### src/rtl/uart_tx_scheduler_pkg.sv
// Shared traffic-controller definitions: scheduler state encoding,
// ASCII command bytes and requester slot assignments.
package traffic_pkg;

    typedef enum logic [1:0] {
        ST_IDLE      = 2'd0,
        ST_LAUNCH    = 2'd1,
        ST_WAIT_BUSY = 2'd2,
        ST_WAIT_DONE = 2'd3
    } sched_state_t;

    localparam logic [7:0] ASCII_C = 8'h43;
    localparam logic [7:0] ASCII_N = 8'h4E;
    localparam logic [7:0] ASCII_S = 8'h53;
    localparam logic [7:0] ASCII_E = 8'h45;
    localparam logic [7:0] ASCII_W = 8'h57;

    localparam int REQ_TELEM = 0;
    localparam int REQ_ACK   = 1;
    localparam int REQ_FAULT = 2;

endpackage

### src/rtl/uart_tx_scheduler_if.sv
// Requester-side byte bus of the UART scheduler: one req/data/last
// lane per producer and a one-hot capture acknowledge back.
interface uart_tx_scheduler_if #(
    parameter int N_REQ = 3
);
    logic [N_REQ-1:0]   req;
    logic [8*N_REQ-1:0] req_data;
    logic [N_REQ-1:0]   req_last;
    logic [N_REQ-1:0]   ack;

    modport master (output req, output req_data, output req_last, input ack);
    modport slave  (input req, input req_data, input req_last, output ack);
endinterface

### src/rtl/uart_tx_scheduler_rr_pick.sv
// Combinational round-robin search: first set request bit at or after
// the start pointer, wrapping at N_REQ.
module rr_pick #(
    parameter int N_REQ = 3,
    parameter int PTR_W = (N_REQ > 1) ? $clog2(N_REQ) : 1
) (
    input  logic [N_REQ-1:0] i_req,
    input  logic [PTR_W-1:0] i_start,
    output logic [PTR_W-1:0] o_idx,
    output logic             o_valid
);

    logic [PTR_W:0] w_pos;

    // Scan from the farthest slot back to the start so the nearest hit wins
    always_comb begin
        o_idx   = '0;
        o_valid = 1'b0;
        w_pos   = '0;
        for (int k = N_REQ - 1; k >= 0; k--) begin
            w_pos = {1'b0, i_start} + (PTR_W+1)'(k);
            if (w_pos >= (PTR_W+1)'(N_REQ)) begin
                w_pos = w_pos - (PTR_W+1)'(N_REQ);
            end
            if (i_req[w_pos[PTR_W-1:0]]) begin
                o_idx   = w_pos[PTR_W-1:0];
                o_valid = 1'b1;
            end
        end
    end

endmodule

### src/rtl/uart_tx_scheduler.sv
// Shares one uart_tx serializer among N_REQ byte producers. Grants are
// round-robin at frame boundaries; a locked frame keeps the line until
// its last byte. Paces on uart_tx busy (must see it rise, then fall).
import traffic_pkg::*;

module uart_tx_scheduler #(
    parameter int N_REQ     = 3,
    parameter int WD_CYCLES = 16
) (
    input  logic                clk,
    input  logic                rst_n,
    uart_tx_scheduler_if.slave  req_bus,
    input  logic                i_tx_busy,
    output logic                o_tx_start,
    output logic [7:0]          o_tx_data,
    output logic [2:0]          o_grant_id,
    output logic                o_frame_active,
    output logic                o_frame_abort,
    output logic                o_wd_error
);

    localparam int PTR_W = (N_REQ > 1) ? $clog2(N_REQ) : 1;
    localparam int WD_W  = (WD_CYCLES > 2) ? $clog2(WD_CYCLES) : 1;

    sched_state_t     r_state, w_state_nxt;
    logic [PTR_W-1:0] r_rr_ptr, w_rr_nxt;
    logic [PTR_W-1:0] r_grant, w_grant_nxt;
    logic             r_lock, w_lock_nxt;
    logic [WD_W-1:0]  r_wd, w_wd_nxt;
    logic [7:0]       r_tx_data, w_data_nxt;
    logic             r_tx_start;
    logic [N_REQ-1:0] r_ack;
    logic             r_frame_active;
    logic             r_frame_abort, w_abort_nxt;
    logic             r_wd_error, w_wderr_nxt;
    logic [PTR_W-1:0] w_pick_idx;
    logic             w_pick_valid;
    logic             w_launch;

    function automatic logic [PTR_W-1:0] ptr_inc(input logic [PTR_W-1:0] p);
        if (p == PTR_W'(N_REQ - 1)) begin
            return '0;
        end
        return p + 1'b1;
    endfunction

    rr_pick #(
        .N_REQ (N_REQ),
        .PTR_W (PTR_W)
    ) u_rr_pick (
        .i_req   (req_bus.req),
        .i_start (r_rr_ptr),
        .o_idx   (w_pick_idx),
        .o_valid (w_pick_valid)
    );

    // Next-state, grant bookkeeping and pulse decisions.
    // The watchdog counts from the tx_start cycle, so WD_CYCLES covers the
    // launch cycle plus the wait for busy to rise.
    always_comb begin
        w_state_nxt = r_state;
        w_rr_nxt    = r_rr_ptr;
        w_grant_nxt = r_grant;
        w_lock_nxt  = r_lock;
        w_wd_nxt    = r_wd;
        w_data_nxt  = r_tx_data;
        w_abort_nxt = 1'b0;
        w_wderr_nxt = 1'b0;
        case (r_state)
            ST_IDLE: begin
                if (w_pick_valid && !i_tx_busy) begin
                    w_grant_nxt = w_pick_idx;
                    w_data_nxt  = req_bus.req_data[{w_pick_idx, 3'b000} +: 8];
                    w_lock_nxt  = ~req_bus.req_last[w_pick_idx];
                    w_wd_nxt    = '0;
                    w_state_nxt = ST_LAUNCH;
                end
            end
            ST_LAUNCH: begin
                w_wd_nxt    = r_wd + 1'b1;
                w_state_nxt = ST_WAIT_BUSY;
            end
            ST_WAIT_BUSY: begin
                if (i_tx_busy) begin
                    w_state_nxt = ST_WAIT_DONE;
                end else if (r_wd == WD_W'(WD_CYCLES - 1)) begin
                    w_wderr_nxt = 1'b1;
                    w_lock_nxt  = 1'b0;
                    w_rr_nxt    = ptr_inc(r_grant);
                    w_state_nxt = ST_IDLE;
                end else begin
                    w_wd_nxt = r_wd + 1'b1;
                end
            end
            ST_WAIT_DONE: begin
                if (!i_tx_busy) begin
                    if (r_lock && req_bus.req[r_grant]) begin
                        w_data_nxt  = req_bus.req_data[{r_grant, 3'b000} +: 8];
                        w_lock_nxt  = ~req_bus.req_last[r_grant];
                        w_wd_nxt    = '0;
                        w_state_nxt = ST_LAUNCH;
                    end else begin
                        w_abort_nxt = r_lock;
                        w_lock_nxt  = 1'b0;
                        w_rr_nxt    = ptr_inc(r_grant);
                        w_state_nxt = ST_IDLE;
                    end
                end
            end
            default: begin
                w_state_nxt = ST_IDLE;
            end
        endcase
    end

    assign w_launch = (w_state_nxt == ST_LAUNCH);

    // FSM state and grant control registers
    always_ff @(posedge clk or negedge rst_n) begin
        if (!rst_n) begin
            r_state  <= ST_IDLE;
            r_rr_ptr <= '0;
            r_grant  <= '0;
            r_lock   <= 1'b0;
            r_wd     <= '0;
        end else begin
            r_state  <= w_state_nxt;
            r_rr_ptr <= w_rr_nxt;
            r_grant  <= w_grant_nxt;
            r_lock   <= w_lock_nxt;
            r_wd     <= w_wd_nxt;
        end
    end

    // Registered outputs, computed from the next state so strobes line up with it
    always_ff @(posedge clk or negedge rst_n) begin
        if (!rst_n) begin
            r_tx_data      <= 8'h00;
            r_tx_start     <= 1'b0;
            r_ack          <= '0;
            r_frame_active <= 1'b0;
            r_frame_abort  <= 1'b0;
            r_wd_error     <= 1'b0;
        end else begin
            r_tx_data      <= w_data_nxt;
            r_tx_start     <= w_launch;
            r_ack          <= w_launch ? (N_REQ'(1) << w_grant_nxt) : '0;
            r_frame_active <= (w_state_nxt != ST_IDLE);
            r_frame_abort  <= w_abort_nxt;
            r_wd_error     <= w_wderr_nxt;
        end
    end

    assign req_bus.ack     = r_ack;
    assign o_tx_start      = r_tx_start;
    assign o_tx_data       = r_tx_data;
    assign o_grant_id      = 3'(r_grant);
    assign o_frame_active  = r_frame_active;
    assign o_frame_abort   = r_frame_abort;
    assign o_wd_error      = r_wd_error;

endmodule

### src/flat_wrapper.sv
// flat-port wrapper written by rule: the top's interface ports become plain ports
module uart_tx_scheduler_flat 
#(
    parameter int N_REQ     = 3,
    parameter int WD_CYCLES = 16
)
  (clk, rst_n, i_tx_busy, o_tx_start, o_tx_data, o_grant_id, o_frame_active, o_frame_abort, o_wd_error, req_bus_req, req_bus_req_data, req_bus_req_last, req_bus_ack);
  uart_tx_scheduler_if #(.N_REQ(N_REQ)) req_bus_i ();
  input  logic clk;
  input  logic rst_n;
  input  logic i_tx_busy;
  output logic o_tx_start;
  output logic [7:0] o_tx_data;
  output logic [2:0] o_grant_id;
  output logic o_frame_active;
  output logic o_frame_abort;
  output logic o_wd_error;
  input wire logic [$bits(req_bus_i.req)-1:0] req_bus_req;
  input wire logic [$bits(req_bus_i.req_data)-1:0] req_bus_req_data;
  input wire logic [$bits(req_bus_i.req_last)-1:0] req_bus_req_last;
  output wire logic [$bits(req_bus_i.ack)-1:0] req_bus_ack;
  assign req_bus_i.req = req_bus_req;
  assign req_bus_i.req_data = req_bus_req_data;
  assign req_bus_i.req_last = req_bus_req_last;
  assign req_bus_ack = req_bus_i.ack;
  uart_tx_scheduler #(.N_REQ(N_REQ), .WD_CYCLES(WD_CYCLES)) u_core (.clk(clk), .rst_n(rst_n), .req_bus(req_bus_i), .i_tx_busy(i_tx_busy), .o_tx_start(o_tx_start), .o_tx_data(o_tx_data), .o_grant_id(o_grant_id), .o_frame_active(o_frame_active), .o_frame_abort(o_frame_abort), .o_wd_error(o_wd_error));
endmodule
### config.mk
export PLATFORM = sky130hd
export DESIGN_NAME = uart_tx_scheduler_flat
export DESIGN_NICKNAME = d
export VERILOG_FILES = /design/src/rtl/uart_tx_scheduler_pkg.sv /design/src/rtl/uart_tx_scheduler_if.sv /design/src/rtl/uart_tx_scheduler_rr_pick.sv /design/src/rtl/uart_tx_scheduler.sv /design/src/flat_wrapper.sv
export SDC_FILE = /design/constraint.sdc
export NUM_CORES = 1
export LEC_CHECK = 0
export BUFFER_PORTS_ARGS = -buffer_cell sky130_fd_sc_hd__buf_2
export CAP_MARGIN = 40
export CORE_ASPECT_RATIO = 1.25
export CORE_MARGIN = 2
export CORE_UTILIZATION = 25
export DETAILED_ROUTE_END_ITERATION = 6
export MAX_ROUTING_LAYER = met4
export PLACE_DENSITY = 0.45
export SYNTH_ARGS = -nofsm -noshare
export SYNTH_HDL_FRONTEND = slang
export SYNTH_SLANG_ARGS = --single-unit
### constraint.sdc
create_clock -name clk -period 2.9 [get_ports clk]
set_input_delay 0.145 -clock clk [delete_from_list [all_inputs] [get_ports clk]]
set_output_delay 0.145 -clock clk [all_outputs]
set_load 0.005 [all_outputs]
==> run metrics <==
synthesized cell area between 1500 and 2000 um^2; clock root cell clkbuf_8; Data required, critical path 3.04 ns; via count 1643; antenna fix cells 0; final setup violation count 0; Routed wire per std cell 14.0 um; Mapped Avg Cell Area 9.32 um^2; RSZ-0062 raised after global routing false; TritonRoute pass-1 iters 4; synth-to-layout area growth 19.6%; Power Density 986 nW/um^2; Peak VDD IR 235 uV; number of global-route vias before repair 1595; initial core utilization 25.5%; Yosys top cell by area dfrtp_1; global-route wire length before repair roughly 7600 um; outcome finished, final reports clean; Overflow after GRT 0; Distinct cells, synth 52; internal power roughly 1200 uW; Static Leakage 0.00102 uW; Initial DRC Count 77; worst hold path type in2reg; Die X a little over 80 um; Post-synth EDFFs 0; Fin. Hold Viols 0; Main synth FF type dfrtp_1; WL final ~4700 um; layout cells sized above 1 between 20% and 30%; Synth area leaders dfrtp_1 (35%), mux2i_1 (7.0%), ha_1 (6.0%); CP endpoint kind flop; drt drc 0; max-cap violations 0; WS Path Type reg2reg; net switching power roughly 980 uW; Mapped Cells 200; hold slack approximately 0.090 ns; worst-path maximum fanout 12; largest net degree at the start of global routing 27; register area share after synthesis between 30% and 40%; Worst Setup Start Kind flop; Async S/R FF share, synth 100%; Sinks on Clock Net 26; Reg clk slew, reported paths about 0.1 ns; pre-CTS WS ~0.52 ns; Synth Register Bits 26; setup TNS 0 ns; Yosys Warn Count 0; row count 35; Setup Skew 0.00353 ns; Data arrival, critical path about 2.5 ns; CTS Buffer Depth 2; Reg power frac ~29%; worst slew pin tran 0.660 ns; Die H roughly 100 um; net switching share of the total power approximately 45%; H-tree depth 1; final setup margin approximately 0.52 ns; CTS Buf Count 3; fmax around 420 MHz; relative slew slack about 56%; Post-DP HPWL ~3600 um; Syn Nets 242; combinational share of power between 60% and 70%; routability cong. about 0.8; io pins 51; nets@finish between 200 and 300; core area between 7000 and 8000 um^2; Die ar. just over 8000 um^2; Final Max Slew Viols 0; initial antenna violation count 0; Post-DRT Antenna Nets 0; gr usage total between 10% and 20%; Clk pwr share between 10 and 15%; Gates resized, CTS repair 0; Finished Core Util a little over 30%; Worst-Skew Late Latency 0.28 ns; share of the synthesized area in the top cell type 34.9%; Port Buffers 49; fin crit period around 2.4 ns; CTS tree built; final period utilization 82.0%; vias per inst about 5
critical path, stage by stage (launching register included):
cell	delay, ns
dfrtp_1	0.42
inv_1	0.07
ha_1	0.35
nand3b_1	0.22
o21ai_0	0.12
nand2_1	0.22
a31oi_4	0.47
mux2i_1	0.24
o221ai_1	0.12
synth_stat cells, types with 2 or more instances:
| library cell | number |
|---|---|
| mux2_2 | 2 |
| nand3_1 | 14 |
| ha_1 | 9 |
| a21oi_1 | 12 |
| a31oi_1 | 5 |
| buf_4 | 2 |
| a211oi_1 | 2 |
| nor4_1 | 2 |
| nor3_1 | 3 |
| a211o_1 | 2 |
| a22o_1 | 2 |
| inv_1 | 23 |
| buf_6 | 3 |
| nand2_1 | 7 |
| o221ai_1 | 8 |
| nand4_1 | 3 |
| buf_2 | 3 |
| nand3b_1 | 4 |
| or3_1 | 2 |
| mux2i_1 | 13 |
| nor2_1 | 10 |
| nand2b_1 | 8 |
| nor2b_1 | 2 |
| dfrtp_1 | 26 |
| o21ai_0 | 6 |
layout make-up:
class	count	area [um^2]
Clock buffer	4	55.1
Fill cell	790	5080
Inverter	23	86.3
Multi-Input combinational cell	142	1060
Sequential cell	26	651
Tap cell	92	115
Timing Repair Buffer	51	263
flip-flops by register name, summed over array words and instances (netlist names):
| name | cells |
|---|---|
| u_core.r_rr_ptr | 2 |
| u_core.r_state | 2 |
| u_core.r_wd | 4 |
| u_core.o_tx_data | 8 |
| u_core.r_lock | 1 |
| u_core.r_grant | 2 |
| u_core.req_bus.ack | 3 |
| u_core.o_frame_active | 1 |
| u_core.o_tx_start | 1 |
| u_core.o_wd_error | 1 |
| u_core.o_frame_abort | 1 |
metrics by stage:
stage,instances,cell area (um^2),power (uW)
after detailed placement,333,2160,1980
final,338,2230,2200
after CTS,338,2230,2230
after global routing,338,2230,2410
after global placement,333,2160,1970
after floorplan,200,1860,1650
power by group through the flow:
stage	sequential [uW]	combinational, uW	clock, uW
2_1_floorplan	604	1040	0
3_3_place_gp	637	1330	0
3_5_place_dp	641	1330	0
4_1_cts	633	1340	260
5_1_grt	653	1490	272
6_report	629	1320	247
path summary, 6_finish.rpt:
check	startpoint	end	slack [ns]	cells after the start
min in group asynchronous	rst_n	u_core.req_bus.ack[0]	0.41	2
setup / recovery	u_core.r_rr_ptr[0]	u_core.o_tx_data[7]	0.52	8
setup reg to reg	u_core.r_rr_ptr[0]	u_core.o_tx_data[7]	0.52	8
hold reg to reg	u_core.r_wd[3]	u_core.r_wd[3]	0.51	1
max in group asynchronous	rst_n	u_core.r_wd[0]	2.07	2
hold / removal	req_bus_req_data[21]	u_core.o_tx_data[5]	0.09	3
metal layers:
| layer | global-route usage [%] | up-vias | routed length [um] |
|---|---|---|---|
| met5 | - | - | 0 |
| met2 | 21.1 | 47 | 2320 |
| met3 | 1.16 | 5 | 226 |
| met1 | 14.6 | 771 | 2110 |
| met4 | 4.30 | 0 | 69 |
| li1 | - | 820 | - |
cells in the final DEF, fill, tap and decap left out, types with 2 or more instances in the layout:
cell and instances:
a22o_1 2, mux2i_1 13, nand3_1 14, mux2_2 2, o21ai_0 6, nand3b_1 4
ha_1 9, nand4_1 3, inv_1 23, nand2b_1 8, nor4_1 2, nor3_1 3
o221ai_1 8, clkbuf_8 4, buf_2 49, nor2b_1 2, dfrtp_1 26, nand2_1 7
or3_1 2, a211o_1 2, a31oi_1 5, a211oi_1 2, a21oi_1 12, nor2_1 10
repair_timing:
action	4_1_cts	5_1_grt
buffers inserted	0	0
hold buffers	1	0
setup endpoints to repair	0	0
hold endpoints to repair	26	0
logic make-up (layout without fill, tap and decap cells):
logic type	Yosys count	count (layout)	synth area share (%)
buffers and inverters	32	78	8.26
and+or+nand+nor	63	63	18.9
other	1	1	0.201
adders and majority gates	9	9	6.04
AOI/OAI and AO/OA	53	53	22.7
muxes	16	16	9.00
DFF	26	26	34.9
No activity file was read; power rests on OpenSTA's default activity.
